--- config.mk ---
export PLATFORM = sky130hd
export DESIGN_NAME = tpu_output_collector
export DESIGN_NICKNAME = d
export VERILOG_FILES = /design/src/rtl/tpu_pkg.sv /design/src/rtl/tpu_oc_fifo.sv /design/src/rtl/tpu_output_collector.sv
export SDC_FILE = /design/constraint.sdc
export NUM_CORES = 1
export LEC_CHECK = 0
export CORE_MARGIN = 8
export CORE_UTILIZATION = 61
export CTS_CLUSTER_DIAMETER = 30
export DETAILED_ROUTE_END_ITERATION = 8
export PLACE_DENSITY = 0.89
export SYNTH_ARGS = -nofsm -noshare
export SYNTH_HDL_FRONTEND = slang
export SYNTH_HIERARCHICAL = 1
export SYNTH_SLANG_ARGS = --single-unit
--- constraint.sdc ---
create_clock -name clk -period 6.21 [get_ports clk]
set_input_delay 1.242 -clock clk [delete_from_list [all_inputs] [get_ports clk]]
set_output_delay 1.242 -clock clk [all_outputs]
set_load 0.03 [all_outputs]
--- src/rtl/tpu_pkg.sv ---
// Shared types and helpers for the TPU output collector, activation feeder and bench.
// Optional feature: define OUT_RELU_EN to clamp negative requantized elements to zero.
package tpu_pkg;

    localparam int ACC_W      = 24;
    localparam int OUT_W      = 8;
    localparam int NUM_CH     = 3;
    localparam int PIPE_LAT   = 10;
    localparam int FIFO_DEPTH = 4;
    localparam int SHIFT_W    = 5;

    // Token line spans issue edge up to the edge where the last channel is sampled.
    localparam int LINE_LEN = PIPE_LAT + NUM_CH - 1;
    // Wide enough to hold the value FIFO_DEPTH itself.
    localparam int CNT_W    = $clog2(FIFO_DEPTH) + 1;

    typedef logic signed [ACC_W-1:0] acc_t;
    typedef logic signed [OUT_W-1:0] out_t;
    typedef out_t [NUM_CH-1:0]       row_t;
    typedef logic [SHIFT_W-1:0]      shift_t;

    // One slot of the issue token line; shift is captured at issue time.
    typedef struct packed {
        logic   valid;
        shift_t shift;
    } token_t;

    // Requantized element with its clamp flag.
    typedef struct packed {
        logic sat;
        out_t val;
    } req_t;

    // One buffered output row.
    typedef struct packed {
        row_t data;
        logic sat;
    } row_entry_t;

    localparam acc_t OUT_MAX = acc_t'((1 << (OUT_W - 1)) - 1);
    localparam acc_t OUT_MIN = acc_t'(-(1 << (OUT_W - 1)));

    // Arithmetic right shift followed by saturation to the signed OUT_W range.
    function automatic req_t sat_shift(input acc_t acc, input shift_t shift);
        acc_t y;
        req_t r;
        y = acc >>> shift;
`ifdef OUT_RELU_EN
        if (y[ACC_W-1]) begin
            y = '0;
        end
`endif
        r.sat = 1'b0;
        r.val = y[OUT_W-1:0];
        if (y > OUT_MAX) begin
            r.sat = 1'b1;
            r.val = OUT_MAX[OUT_W-1:0];
        end else if (y < OUT_MIN) begin
            r.sat = 1'b1;
            r.val = OUT_MIN[OUT_W-1:0];
        end
        return r;
    endfunction

endpackage

--- src/rtl/tpu_oc_fifo.sv ---
// Synchronous row FIFO for the output collector. Storage is not reset; only pointers and
// occupancy are, so a cleared FIFO reads as empty. Push while full is accepted only when a
// pop happens on the same edge.
module tpu_oc_fifo
    import tpu_pkg::*;
#(
    parameter int unsigned DEPTH = 4
) (
    input  logic                     clk,
    input  logic                     nrst,
    input  logic                     push,
    input  row_entry_t               wdata,
    input  logic                     pop,
    output row_entry_t               rdata,
    output logic                     empty,
    output logic [$clog2(DEPTH):0]   count
);

    localparam int unsigned AW = $clog2(DEPTH);

    row_entry_t     mem_q [DEPTH];
    logic [AW-1:0]  wr_ptr_q;
    logic [AW-1:0]  rd_ptr_q;
    logic [AW:0]    count_q;
    logic           full;
    logic           do_push;
    logic           do_pop;

    assign empty   = (count_q == '0);
    assign full    = (count_q == (AW + 1)'(DEPTH));
    assign do_pop  = pop & ~empty;
    assign do_push = push & (~full | do_pop);

    // Row storage write port.
    always_ff @(posedge clk) begin
        if (do_push) begin
            mem_q[wr_ptr_q] <= wdata;
        end
    end

    // Pointers and occupancy; DEPTH is a power of two so pointers wrap naturally.
    always_ff @(posedge clk or negedge nrst) begin
        if (!nrst) begin
            wr_ptr_q <= '0;
            rd_ptr_q <= '0;
            count_q  <= '0;
        end else begin
            if (do_push) begin
                wr_ptr_q <= wr_ptr_q + AW'(1);
            end
            if (do_pop) begin
                rd_ptr_q <= rd_ptr_q + AW'(1);
            end
            case ({do_push, do_pop})
                2'b10:   count_q <= count_q + (AW + 1)'(1);
                2'b01:   count_q <= count_q - (AW + 1)'(1);
                default: count_q <= count_q;
            endcase
        end
    end

    assign rdata = mem_q[rd_ptr_q];
    assign count = count_q;

endmodule

--- src/rtl/tpu_output_collector.sv ---
// Read-side collector of the systolic MAC array: tracks issued vectors with a token line,
// samples each skewed channel on its own edge, requantizes it, realigns the row, buffers it
// and streams it out. Issue credit guarantees every in-flight row has a FIFO slot.
// Optional feature: define OUT_RELU_EN for ReLU before saturation (see tpu_pkg::sat_shift).
module tpu_output_collector
    import tpu_pkg::*;
(
    input  logic                      clk,
    input  logic                      nrst,
    input  logic                      issue_valid,
    output logic                      issue_ready,
    input  logic [NUM_CH*ACC_W-1:0]   acc_in,
    input  logic [SHIFT_W-1:0]        cfg_shift,
    output logic                      out_valid,
    input  logic                      out_ready,
    output logic [NUM_CH*OUT_W-1:0]   out_data,
    output logic                      out_sat,
    output logic                      issue_err
);

    localparam int SUM_W = CNT_W + 1;

    token_t            line_q [LINE_LEN];
    req_t              samp [NUM_CH];
    req_t              aligned [NUM_CH];
    row_entry_t        push_row;
    row_entry_t        fifo_head;
    logic              fifo_empty;
    logic [CNT_W-1:0]  fifo_count;
    logic [CNT_W-1:0]  inflight_q;
    logic [CNT_W-1:0]  inflight_d;
    logic [SUM_W-1:0]  credit_used;
    logic              issue_fire;
    logic              push;
    logic              pop;
    logic              issue_err_q;

    // Credit counts both rows still in the array and rows already buffered.
    assign credit_used = SUM_W'(inflight_q) + SUM_W'(fifo_count);
    assign issue_ready = (credit_used < SUM_W'(FIFO_DEPTH));
    assign issue_fire  = issue_valid & issue_ready;
    assign push        = line_q[LINE_LEN-1].valid;

    // Token line: one slot per cycle of array latency plus channel skew.
    always_ff @(posedge clk or negedge nrst) begin
        if (!nrst) begin
            for (int k = 0; k < LINE_LEN; k++) begin
                line_q[k] <= '0;
            end
        end else begin
            line_q[0] <= '{valid: issue_fire, shift: cfg_shift};
            for (int k = 1; k < LINE_LEN; k++) begin
                line_q[k] <= line_q[k-1];
            end
        end
    end

    // Channel i is requantized with the shift of the token that reaches it on this edge.
    always_comb begin
        for (int i = 0; i < NUM_CH; i++) begin
            samp[i] = sat_shift(acc_t'(acc_in[i*ACC_W +: ACC_W]),
                                line_q[PIPE_LAT-1+i].shift);
        end
    end

    // Deskew: channel g waits NUM_CH-1-g cycles so the whole row lines up with the last one.
    for (genvar g = 0; g < NUM_CH - 1; g++) begin : g_dsk
        localparam int STAGES = NUM_CH - 1 - g;
        req_t dly_q [STAGES];

        // Capture on the channel's token, then age one stage per cycle.
        always_ff @(posedge clk or negedge nrst) begin
            if (!nrst) begin
                for (int s = 0; s < STAGES; s++) begin
                    dly_q[s] <= '0;
                end
            end else begin
                if (line_q[PIPE_LAT-1+g].valid) begin
                    dly_q[0] <= samp[g];
                end
                for (int s = 1; s < STAGES; s++) begin
                    dly_q[s] <= dly_q[s-1];
                end
            end
        end

        assign aligned[g] = dly_q[STAGES-1];
    end

    // The last channel is sampled on the push edge itself.
    assign aligned[NUM_CH-1] = samp[NUM_CH-1];

    // Assemble the row written into the FIFO; sat is the OR of element clamps.
    always_comb begin
        push_row.sat = 1'b0;
        for (int i = 0; i < NUM_CH; i++) begin
            push_row.data[i] = aligned[i].val;
            push_row.sat     = push_row.sat | aligned[i].sat;
        end
    end

    // In-flight count: up on accepted issue, down on push, unchanged when both happen.
    always_comb begin
        inflight_d = inflight_q;
        unique case ({issue_fire, push})
            2'b10:   inflight_d = inflight_q + CNT_W'(1);
            2'b01:   inflight_d = inflight_q - CNT_W'(1);
            default: inflight_d = inflight_q;
        endcase
    end

    // Credit counter and sticky issue-protocol error.
    always_ff @(posedge clk or negedge nrst) begin
        if (!nrst) begin
            inflight_q  <= '0;
            issue_err_q <= 1'b0;
        end else begin
            inflight_q <= inflight_d;
            if (issue_valid && !issue_ready) begin
                issue_err_q <= 1'b1;
            end
        end
    end

    tpu_oc_fifo #(
        .DEPTH (FIFO_DEPTH)
    ) u_fifo (
        .clk   (clk),
        .nrst  (nrst),
        .push  (push),
        .wdata (push_row),
        .pop   (pop),
        .rdata (fifo_head),
        .empty (fifo_empty),
        .count (fifo_count)
    );

    assign out_valid = ~fifo_empty;
    assign pop       = out_valid & out_ready;
    // Gated so an empty FIFO presents zeros rather than stale storage.
    assign out_data  = out_valid ? fifo_head.data : '0;
    assign out_sat   = out_valid & fifo_head.sat;
    assign issue_err = issue_err_q;

endmodule
Word-level counts from Yosys, hierarchy flattened
Memory sizes are Yosys's and may differ from the RTL's.
Index checks and enable logic that the tools add are counted.
{ "totals": {"reg_bits": 110, "ram_bits": 100, "in_bits": 81, "out_inout_bits": 28, "word_cells": 84, "n_memories": 1} }
{ "classes": {"add_sub_neg": 7, "order_cmp": 7, "eq_ne": 5, "shift": 3, "muxes": 11, "bitwise_logic": 10, "n_reduce_logical": 5} }
{ "memory_table": {"columns": ["memory", "words", "width", "read_ports", "rd_clocked_by_memory_dff", "wr", "line_no", "rtl"], "rows": [
  ["u_fifo.mem_q", 4, 25, 1, 0, 1, "tpu_oc_fifo.sv:21", "row_entry_t mem_q [DEPTH];"]
]} }
{ "ops": {"columns": ["cell", "n"], "rows": [
  ["> comparator 24 x 8 -> 1 bit, second input constant", 3],
  ["less-than comparator 24 x 8 -> 1 bit, second input constant", 3],
  [">>> shifter 24 x 5 -> 24 bit", 3],
  ["two-way mux 9 bit", 6],
  ["two-way mux 24 bit", 1],
  ["case mux 3 bit (2 select lines)", 2],
  ["adder 3 x 1 -> 3 bit, second input constant", 2],
  ["subtractor 3 x 1 -> 3 bit, second input constant", 2],
  ["AND 1 bit", 5],
  ["adder 2 x 1 -> 2 bit, second input constant", 2],
  ["adder 3 x 3 -> 4 bit", 1],
  ["== test 2 x 1 -> 1 bit, second input constant", 2],
  ["== test 2 bit, second input constant", 2],
  ["less-than comparator 4 x 3 -> 1 bit, second input constant", 1],
  ["nonzero test 2 bit", 2],
  ["== test 3 bit, second input constant", 1],
  ["logical NOT 3 bit", 1],
  ["OR 1 bit", 3],
  ["two-way mux 1 bit", 2],
  ["NOT 1 bit", 2],
  ["logical AND 1 bit", 1],
  ["logical NOT 1 bit", 1]
]} }

Depth between registers and ports, before layout
{ "logic_depth": {"word_depth": 8, "mapped_depth": 12, "mapped_depth_nobuf": 10} }

Modules after synthesis
The synthesis kept the hierarchy.
{ "modules_own_cells": {"columns": ["module", "n_inst", "cells_each", "area_each_um2", "seq_area_each_um2"], "rows": [
  ["tpu_output_collector", 1, 704, 7418.4, 2577.5],
  ["tpu_oc_fifo", 1, 176, 4086.4, 3178.0]
]} }

Worst setup path before layout
OpenSTA, ideal clock, no wires.
{ "synth_path": {"kind": "input -> register", "startpoint": "in acc_in[65]", "endpoint": "mem u_fifo/mem_q[0][0] (netlist name) (data pin)", "setup_ns": 0.278, "arrival_ns": 3.446, "t_required_ns": 5.932, "slack_ns": 2.486, "stages": 7, "path_buffers": 0, "cell_sequence": "mux4_2 -> mux2_4 -> and2_0 -> a211o_1 -> a211o_1 -> a211oi_4 -> or3b_1"} }
{ "synth_rtl": {"columns": ["item", "line_no", "rtl"], "rows": [
  ["from (decl)", "tpu_output_collector.sv:12", "input logic [NUM_CH*ACC_W-1:0] acc_in,"],
  ["to (decl)", "tpu_oc_fifo.sv:21", null]
]} }

==> results.toml <==
[outcome]
status = "completed"

[die]
die_area_um2 = 23500
ios = 109
start_util_pct = 61.9
die_w_um = 153
core-area_um2 = 18600
dieHeight_um = 153
row_count = 50

[detailed_routing]
viasPerCell = 6.62
routedWlPerCell_um = 22.3
firstDrtPassIters = 6
drt_iter0_drc = 741
drc = 0
vias = 8146
totalWireLength_mm = 27.4
ant_nets = 0

[synth]
yosysUniqueCellTypes = 80
synth_edf_count = 100
ys_top_cells_by_area = "edfxtp_1, dfrtp_1, mux4_2"
avgSynthCellArea_um2 = 13.1
yosys_most_used_dff = "dfrtp_1"
syn_area_um2 = 11500
syn_nets = 970
syn_inst = 880
synth_seq_area_share_pct = 50.0
ys_warn_count = 6
yosys.area.top_type = "edfxtp_1"
yosysTopAreaCellShare_pct = 26.1
synth-seq-cells = 210
async_flop_share_pct = 52.4

[sta]
finalSetupViolCount = 0
slew_viol_final = 0
hold_violations = 0
min_period_ns = 4.20
relSlewSlack_pct = 10.8
timing.final.crit_share_pct = 67.7
setup_slack_ns = 2.01
fmax_mhz = 238
rsz0062_at_grt = "false"
worst_pin_slew_ns = 1.32
clock_skew_ns = 0.0196
setup_tns_ns = 0

[worst_setup_path]
r2r-end = "aligned[15]"
rr_startpoint = "line_q[7]"
critPathRequiredTime_ns = 4.97
path_delay_family = "flip-flops"
crit_type = "flip-flop to output port"
slowest_stage = "dfrtp_1"
rrSetupSlack_ns = 2.42
critPathMaxFanout = 26
crit_path_end_kind = "output port"
r2r_cells = 8
cp_data_arrival_time_ns = 2.96
cpPeakStageDelay_ns = 1.15
path_buf_inv = 1
startpoint = "u_fifo/rd_ptr_q[1]"
cp_cell_sequence = "mux4_2 > nor2b_1 > clkdlybuf4s50_1"
cp-start-kind = "flip-flop"

[clock_network]
clk_pin_slew_worst_paths_ns = 0.05
cts_tree = "built"
clkLatencyLatePin_ns = 0.50
cts.sinks = 210
cts_setup_buffers = 0
clock-root-buffer = "clkbuf_16"
cts_buffer_depth = 3
htree_levels = 2
hold_buffers = 0
numCtsBuffers = 34
ctsResizeCount = 0

[power_and_ir_drop]
switchingPower_uw = 1800
pwr-share-comb_pct = 30.5
p_sw_share_pct = 33.0
power_density_nw_per_um2 = 394
p_leak_uw = 0.00507
internal_power_uw = 3640
ir_drop_mv = 0.266
clockPowerShare_pct = 33.4
sequentialPowerShare_pct = 36.1

[finish]
synthToLayoutAreaGrowth_pct = 20.0
finish.utilization_pct = 74.3
multi_input_area_um2 = 5330
antenna_cells = 0
fillCellCount = 1149
nets = 1062
seqCellArea_um2 = 5760
drive_gt1_share_pct = 21.2

[hold_path]
min_path_cells = 0
worstHoldPathType = "flip-flop to flip-flop"
hold-path-endpoint = "line_q[53]"
hold_start = "line_q[59]"

[placement]
port_buffers = 108
gp_congestion = 0.918
dp_slack_ns = 1.79
dp_hpwl_mm = 17.9

[grt]
grt_pass1_wl_mm = 44.0
gr-total-overflow = 0
antenna_found_initial = 0
grtUsageTotal_pct = 23.2
grt_start_max_net_pins = 59
grt_pass1_vias = 8255

[run]
max_cap_viol_count = 0
## worst max-delay path by stage
| stage | endpoint | slack, ns | depth (start not counted) |
|---|---|---|---|
| finish | out_data[4] | 2.01 | 3 |
| global route | out_data[5] | 1.90 | 3 |
| CTS | out_data[4] | 2.01 | 3 |
| detailed placement | u_fifo/mem_q[3][0] | 1.79 | 8 |
| global placement | u_fifo/mem_q[0][0] | 1.93 | 8 |
| floorplan | u_fifo/mem_q[0][0] | 2.49 | 7 |
## flip-flops by register name, summed over array words and instances (netlist names)
name             flops
u_fifo/mem_q       100
issue_err            1
g_dsk.dly_q          9
u_fifo/wr_ptr_q      2
u_fifo/count         3
aligned             18
line_q              71
push                 1
u_fifo/rd_ptr_q      2
inflight_q           3
## final cells by class
cell class	count	area share, %
Clock inverter	18	1.09
Tap cell	234	2.12
Timing Repair Buffer	123	8.63
Clock buffer	43	7.09
Inverter	27	0.734
Sequential cell	210	41.7
Multi-Input combinational cell	576	38.6
## logic make-up (layout without fill, tap and decap cells)
| family | count (synthesis) | count (layout) | synth area share (%) |
|---|---|---|---|
| AND/OR/NAND/NOR | 227 | 227 | 9.86 |
| flip-flops | 210 | 210 | 50.0 |
| multiplexers | 162 | 162 | 24.8 |
| XOR/XNOR | 9 | 9 | 0.685 |
| AO/OA/AOI/OAI | 169 | 169 | 9.90 |
| buffers and inverters | 94 | 211 | 3.66 |
| adder cells (fa/ha/maj) | 9 | 9 | 1.11 |
## cells in the final DEF (no fill, tap or decap), types with 16 or more instances in the layout
cell	instances
nor2b_1	32
inv_1	23
o21ai_0	39
mux2i_1	37
a21oi_1	41
dfrtp_1	110
edfxtp_1	100
mux2_2	30
buf_4	16
clkdlybuf4s50_1	107
mux4_2	92
clkbuf_16	37
nand3_1	20
nor2_1	60
nand2_1	54
## cell usage after synthesis, types with 4 or more instances
cell type  instances
buf_1              6
o311ai_0           4
o21ai_0           39
or2_2              4
and2_1             9
a211oi_1           9
o41ai_1            4
nor2b_1           32
ha_1               7
buf_2             19
dfrtp_1          110
buf_4             10
clkbuf_1          31
inv_1             23
a21oi_1           41
nor3_1            12
mux2i_1           37
nor3b_1            4
mux4_2            92
nor4_1             8
a31oi_1            5
o2111ai_1          6
nand2_1           54
nand3_1           20
edfxtp_1         100
xor2_1             6
mux2_2            30
nor2_1            60
or3_1              4
o22ai_1           15
## metal layers
metal / GRT usage (%) / vias to the layer above / share of wire, %
li1: - / 3618 / -
met1: 29.2 / 4077 / 39
met2: 38.5 / 367 / 51
met3: 4.68 / 84 / 6.8
met4: 10.0 / 0 / 3.6
met5: 0 / - / 0
## stage by stage
step	instance area, µm²	std cells	power, µW	hold slack, ns
after floorplan	11500	880	3010	0.331
after global placement	12700	1170	3540	0.332
after detailed placement	12700	1170	3620	0.335
after CTS	13800	1231	5470	0.343
after global routing	13800	1231	5670	0.349
final	13800	1231	5440	0.343
## power by group through the flow
stage	sequential, µW	clock (µW)	combinational, µW
floorplan	1840	0	1170
global placement	1950	0	1590
detailed placement	1970	0	1640
CTS	1960	1840	1670
global route	1990	1900	1780
finish	1960	1820	1660
Power figures use the tool's default switching activity.
